File: config.mk
export PLATFORM = sky130hd
export DESIGN_NAME = icw_ocw_sequencer
export DESIGN_NICKNAME = d
export VERILOG_FILES = /design/src/rtl/icw_ocw_sequencer.sv
export SDC_FILE = /design/constraint.sdc
export NUM_CORES = 1
export LEC_CHECK = 0
export CORE_ASPECT_RATIO = 0.5
export CORE_MARGIN = 3
export CORE_UTILIZATION = 35
export CTS_CLUSTER_SIZE = 20
export DETAILED_ROUTE_END_ITERATION = 16
export PLACE_DENSITY = 0.72
export SETUP_SLACK_MARGIN = 0.3
export SYNTH_ARGS = -nofsm -noshare
export SYNTH_HDL_FRONTEND = slang
export SYNTH_SLANG_ARGS = --single-unit
File: constraint.sdc
create_clock -name clk -period 1.8 [get_ports clk]
set_input_delay 0.18 -clock clk [delete_from_list [all_inputs] [get_ports clk]]
set_output_delay 0.18 -clock clk [all_outputs]
set_load 0.005 [all_outputs]
File: src/rtl/icw_ocw_sequencer.sv
// icw_ocw_sequencer: captures CPU command-word writes, walks the ICW1..ICW4
// initialization sequence and holds all ICW/OCW control fields. Once the
// sequence completes it turns OCW2/OCW3 writes into one-cycle command pulses.
// Optional feature macro: PIC_POLL_EN (OCW3 P bit raises poll_pulse).
module icw_ocw_sequencer (
  input  logic       clk,
  input  logic       reset,
  input  logic       write_bar,
  input  logic       chip_select_bar,
  input  logic       A0,
  input  logic [7:0] internal_bus,
  output logic       init_done,
  output logic [4:0] vector_base,
  output logic       ltim,
  output logic       single_mode,
  output logic [7:0] cascade_cfg,
  output logic [4:0] icw4_cfg,
  output logic [7:0] imr,
  output logic       ocw2_valid,
  output logic [2:0] ocw2_cmd,
  output logic [2:0] ocw2_level,
  output logic       read_isr_sel,
  output logic       special_mask,
  output logic       poll_pulse,
  output logic       seq_error
);

  typedef enum logic [2:0] {S_UNINIT, S_ICW2, S_ICW3, S_ICW4, S_READY} state_t;

  state_t     state, state_nxt;
  logic       wr_act, wr_act_q, commit;
  logic [7:0] data_q;
  logic       a0_q, ic4;
  logic       is_icw1, ld_icw2, ld_icw3, ld_icw4, ld_ocw1, do_ocw2, do_ocw3, err;

  // Either strobe going inactive ends the write; decode on the trailing edge.
  assign wr_act = ~write_bar & ~chip_select_bar;
  assign commit = ~wr_act & wr_act_q;

  // Write capture: data/address follow the bus only while the write is active.
  always_ff @(posedge clk or posedge reset) begin
    if (reset) begin
      wr_act_q <= 1'b0;
      data_q   <= 8'h00;
      a0_q     <= 1'b0;
    end else begin
      wr_act_q <= wr_act;
      if (wr_act) begin
        data_q <= internal_bus;
        a0_q   <= A0;
      end
    end
  end

  // State register.
  always_ff @(posedge clk or posedge reset) begin
    if (reset) state <= S_UNINIT;
    else       state <= state_nxt;
  end

  // Next-state and command decode of the committed write.
  always_comb begin
    state_nxt = state;
    is_icw1   = 1'b0;
    ld_icw2   = 1'b0;
    ld_icw3   = 1'b0;
    ld_icw4   = 1'b0;
    ld_ocw1   = 1'b0;
    do_ocw2   = 1'b0;
    do_ocw3   = 1'b0;
    err       = 1'b0;
    if (commit) begin
      if (!a0_q && data_q[4]) begin
        is_icw1   = 1'b1;
        state_nxt = S_ICW2;
      end else begin
        case (state)
          S_ICW2: if (a0_q) begin
                    ld_icw2   = 1'b1;
                    state_nxt = !single_mode ? S_ICW3 : (ic4 ? S_ICW4 : S_READY);
                  end else err = 1'b1;
          S_ICW3: if (a0_q) begin
                    ld_icw3   = 1'b1;
                    state_nxt = ic4 ? S_ICW4 : S_READY;
                  end else err = 1'b1;
          S_ICW4: if (a0_q) begin
                    ld_icw4   = 1'b1;
                    state_nxt = S_READY;
                  end else err = 1'b1;
          S_READY: if (a0_q)          ld_ocw1 = 1'b1;
                   else if (!data_q[3]) do_ocw2 = 1'b1;
                   else                 do_ocw3 = 1'b1;
          default: ;  // S_UNINIT ignores everything but ICW1
        endcase
      end
    end
  end

  // Control field registers and one-cycle command pulses.
  always_ff @(posedge clk or posedge reset) begin
    if (reset) begin
      init_done    <= 1'b0;
      vector_base  <= 5'h00;
      ltim         <= 1'b0;
      single_mode  <= 1'b0;
      ic4          <= 1'b0;
      cascade_cfg  <= 8'h00;
      icw4_cfg     <= 5'h00;
      imr          <= 8'h00;
      ocw2_valid   <= 1'b0;
      ocw2_cmd     <= 3'b000;
      ocw2_level   <= 3'b000;
      read_isr_sel <= 1'b0;
      special_mask <= 1'b0;
      seq_error    <= 1'b0;
    end else begin
      ocw2_valid <= do_ocw2;
      seq_error  <= err;
      if (is_icw1) begin
        ltim         <= data_q[3];
        single_mode  <= data_q[1];
        ic4          <= data_q[0];
        imr          <= 8'h00;
        icw4_cfg     <= 5'h00;
        special_mask <= 1'b0;
        read_isr_sel <= 1'b0;
        init_done    <= 1'b0;
      end else if (state_nxt == S_READY && state != S_READY) begin
        init_done <= 1'b1;
      end
      if (ld_icw2) vector_base <= data_q[7:3];
      if (ld_icw3) cascade_cfg <= data_q;
      if (ld_icw4) icw4_cfg    <= data_q[4:0];
      if (ld_ocw1) imr         <= data_q;
      if (do_ocw2) begin
        ocw2_cmd   <= data_q[7:5];
        ocw2_level <= data_q[2:0];
      end
      if (do_ocw3 && data_q[1]) read_isr_sel <= data_q[0];
      if (do_ocw3 && data_q[6]) special_mask <= data_q[5];
    end
  end

`ifdef PIC_POLL_EN
  // Poll command pulse from the OCW3 P bit.
  always_ff @(posedge clk or posedge reset) begin
    if (reset) poll_pulse <= 1'b0;
    else       poll_pulse <= do_ocw3 & data_q[2];
  end
`else
  assign poll_pulse = 1'b0;
`endif

endmodule

**Word-level counts from Yosys, hierarchy flattened**

Index checks and enable logic that the tools add are counted.

- Bitwise logic cells: 5
- Shifts and indexed selects: 0
- Div/mod/pow operators: 0
- Multiply operators: 0
- Add/subtract/negate cells: 0
- Equal/unequal tests: 6
- Multiplexer cells: 46
- Reductions and logical operators: 11
- Order comparisons: 0

Operators with widths:

| operator | number |
|---|---|
| 1-bit 2-to-1 mux | 34 |
| 3-bit 2-to-1 mux | 7 |
| 8-bit 2-to-1 mux | 2 |
| 5-bit 2-to-1 mux | 2 |
| 2-bit nonzero test | 5 |
| 3-bit case mux with 3 select lines | 1 |
| 3-bit by 2-bit == test with 1-bit output, second input constant | 2 |
| 3-bit == test, second input constant | 2 |
| 1-bit logical AND | 4 |
| 3-bit by 1-bit == test with 1-bit output, second input constant | 1 |
| 3-bit != test, second input constant | 1 |
| 1-bit NOT | 3 |
| 3-bit OR reduction | 1 |
| 1-bit bitwise AND | 2 |
| 1-bit logical NOT | 1 |

- Word-level logic and storage cells: 86
- Register bits after elaboration: 53
- Bits in writable memories: 0
- Bits in read-only memories: 0
- Bits in latches: 0
- Memories kept: 0

**Logic depth before layout (Yosys ltp)**

- Depth in word-level cells: 10
- Gate-level depth with buffers: 5

**Worst setup path before layout**

No wires, ideal clock.

- Path type: register to register
- From: reg a0_q
- To: reg cascade_cfg[0]
- Period minus slack after synthesis: 1652 ps
- Setup time: 125 ps
- Required time: 1675 ps
- Path slack: 148 ps
- Arrival: 1527 ps
- Cell stages (with the launch flop): 5
- Cells stage by stage: dfrtp_1 -> inv_2 -> or3_4 -> nor3_4 -> mux2_2

- Longest elaborated chain between the ends: 4
- Elaborated cells between the ends (all ways): 6

RTL lines:

| element | line | RTL |
|---|---|---|
| start, declared | 33 | `logic a0_q, ic4;` |
| start signal, assigned | 45 | `a0_q <= 1'b0;` |
| start signal, assigned | 50 | `a0_q <= A0;` |
| 1-bit 2-to-1 mux / 1-bit logical NOT (equally long branches) | 82, 73 |  |
| 1-bit 2-to-1 mux / 1-bit logical AND (equally long branches) | 77, 73 |  |
| 1-bit 2-to-1 mux (*) | 73 | `if (!a0_q && data_q[4]) begin` |
| 1-bit 2-to-1 mux (*) | 72 | `if (commit) begin` |
| end signal, assigned | 132 | `if (ld_icw3) cascade_cfg <= data_q;` |
| end, declared | 16 | `output logic [7:0] cascade_cfg,` |

Every way passes the cells marked *; elsewhere a longest branch is shown, timed or not.
A chain may end at the register's enable or synchronous reset.

**Final worst setup path**

- From: reg a0_q
- To: reg cascade_cfg[1]

The elaborated chain is that of the path after synthesis.

==> results.json <==
{
  "vias": 1634,
  "clock_skew_ns": 0.00651,
  "cap_viol_max_count": 0,
  "drive_above_1_share_pct": 30.2,
  "synth_seq_cells": 53,
  "critPathMaxFanout": 9,
  "hold_class": "input port to async pin",
  "dp_hpwl_mm": 3.63,
  "synthDistinctLibCells": 34,
  "wl_per_cell_um": 16.8,
  "r2r_slack_ns": 0.18,
  "synth_edf_count": 0,
  "first_iter_violations": 99,
  "grt_overflow_total": 0,
  "avgSynthCellArea_um2": 12.8,
  "antenna_cells": 0,
  "drv_slew": 0,
  "clkLatencyLatePin_ns": 0.29,
  "ys_async_sr_fraction_pct": 100,
  "ctsHoldBuffers": 0,
  "status": "finished, final reports clean",
  "initial_core_util_pct": 37.7,
  "chipHeight_um": 61.4,
  "port_buffers": 51,
  "drt_first_pass_iters": 4,
  "routabilityCongestion": 0.822,
  "fmax_ghz": 0.619,
  "multi_input_area_um2": 826,
  "critPathSlowestCell": "or3_4",
  "leakagePower_nw": 1.46,
  "drc": 0,
  "pin_count": 53,
  "seq_area_mm2": 0.00133,
  "path_class": "flop to flop",
  "die_w_um": 117,
  "area_growth_pct": 46.3,
  "ant_nets": 0,
  "n_fill_cell": 472,
  "placed_area_mm2": 0.00290,
  "cp-start-kind": "flop",
  "period_needed_ns": 1.62,
  "ys.flop_type": "dfrtp_1",
  "htreeDepth": 2,
  "grt_use_total_pct": 15.9,
  "rsz0062_at_grt": "true",
  "tritoncts": "built",
  "rr_startpoint": "a0_q",
  "period_share_pct": 89.7,
  "power.density_mw_per_mm2": 1190,
  "cp.arrival_ns": 1.79,
  "synth_top_area_cell": "dfrtp_1",
  "grt_pass1_wl_mm": 8.69,
  "tns_ns": 0,
  "pre_cts_slack_ns": -0.149,
  "antenna_found_initial": 0,
  "synth_fp_nets": 181,
  "wl_mm": 5.29,
  "clk_pin_slew_ns": 0.07,
  "rr_worst_depth": 5,
  "worstPathCellList": "inv_2, or3_4, nor3_4, buf_12, mux2_2",
  "irDropWorstVdd_v": 0.000500,
  "critPathLaunch": "a0_q",
  "core_area_mm2": 0.00571,
  "clock_sinks": 53,
  "ys_warn_count": 0,
  "syn_area_mm2": 0.00215,
  "cts_buffers": 5,
  "crit_end": "cascade_cfg[1]",
  "worst_r2r_endpoint": "cascade_cfg[1]",
  "setup_viol": 0,
  "max_stage_delay_ns": 0.41,
  "grt_pass1_vias": 1698,
  "final_cell_mix": "dfrtp_1, clkdlybuf4s50_1, mux2_2",
  "vias_per_cell": 5.19,
  "final_common_cell": "dfrtp_1",
  "synth_cells": 168,
  "ys_seq_area_share_pct": 61.7,
  "clockBufferDepth": 2,
  "root_buffer": "clkbuf_16",
  "setup_ws_ns": 0.185,
  "worstSetupEndpointType": "flop",
  "grt_max_degree": 54,
  "netlist.area_leader.share_pct": 61.7,
  "stdcell_area_mm2": 0.00314,
  "fp-row-count": 19,
  "required_ns": 1.98,
  "hold_viol_final": 0,
  "hold_ws_ns": 0.248,
  "die-area_mm2": 0.00718,
  "yosys-top-cells-area": "dfrtp_1, mux2_2, a22o_1",
  "num-nets-final": 254
}
critical path, delay by kind of cell, from the launching register on:
| family | cells | cell delay [ns] |
|---|---|---|
| and+or+nand+nor | 2 | 0.57 |
| buffers and inverters | 2 | 0.24 |
| DFF | 1 | 0.37 |
| muxes | 1 | 0.33 |
flip-flops by register name (all words and copies together) (netlist names):
signal,cells
a0_q,1
ocw2_cmd,3
ltim,1
icw4_cfg,5
read_isr_sel,1
wr_act_q,1
imr,8
seq_error,1
ocw2_valid,1
vector_base,5
special_mask,1
data_q,8
state,3
cascade_cfg,8
ocw2_level,3
single_mode,1
ic4,1
init_done,1
per-layer routing:
layer	up-vias	part of all wire, %	routed length, um	GRT usage (%)
li1	742	-	-	-
met1	822	45	2390	21.3
met2	59	49	2590	26.1
met3	11	4.4	233	3.53
met4	0	1.5	77	5.72
met5	-	0	0	0
cells by family (layout without fill, tap and decap cells):
kind of cell / count (synthesis) / in the layout / share of synthesized area [%]
compound gates: 31 / 31 / 10.3
buf+inv: 14 / 88 / 2.79
simple gates: 41 / 41 / 10.5
mux: 28 / 28 / 14.6
flops: 53 / 53 / 61.7
other cells: 1 / 1 / 0.174
worst min path at each step:
stage / end / slack, ns / cells past startpoint
2_1_floorplan: a0_q / 0.30 / 2
3_3_place_gp: ltim / 0.46 / 2
3_5_place_dp: ltim / 0.47 / 2
4_1_cts: data_q[7] / 0.27 / 3
5_1_grt: ocw2_cmd[0] / 0.29 / 3
6_report: data_q[7] / 0.25 / 3
per-stage QoR:
| step | cells | power, mW | utilization [%] |
|---|---|---|---|
| CTS | 312 | 3.69 | 54.0 |
| global route | 315 | 3.93 | 55.1 |
| floorplan | 168 | 2.09 | - |
| global placement | 303 | 2.66 | 50.8 |
| detailed placement | 303 | 2.68 | 50.8 |
| finish | 315 | 3.73 | 55.1 |
what timing repair did:
item                                    in CTS  in global routing
setup buffers                                1                  3
gates resized for setup                      5                 13
cloned                                       0                  0
pin swaps                                    1                  9
endpoints found under the setup margin      29                 34
layout make-up:
cell class                 count  area share, %
clock buffer                   6           4.42
clock inverter                 2          0.517
inverter                       6          0.716
multi-input combinational    101           26.3
sequential                    53           42.2
tap                           73           2.90
timing repair buffer          74           23.0
synth_stat cells (2+ instances only):
cell type / instances
dfrtp_1: 53
mux2_2: 26
nand2_1: 14
a22o_1: 12
o21ai_0: 10
nor2_1: 7
inv_1: 5
clkbuf_1: 4
nor3_1: 4
a21oi_1: 3
buf_2: 3
and3_1: 2
mux2i_1: 2
nand3_1: 2
nand4_1: 2
where the power goes:
group / total (mW) / switching, mW / leakage [nW] / internal, mW
combinational: 1.10 / 0.404 / 0.687 / 0.693
clock: 0.988 / 0.429 / 0.0735 / 0.559
sequential: 1.65 / 0.200 / 0.697 / 1.45
Power figures use the tool's default switching activity.
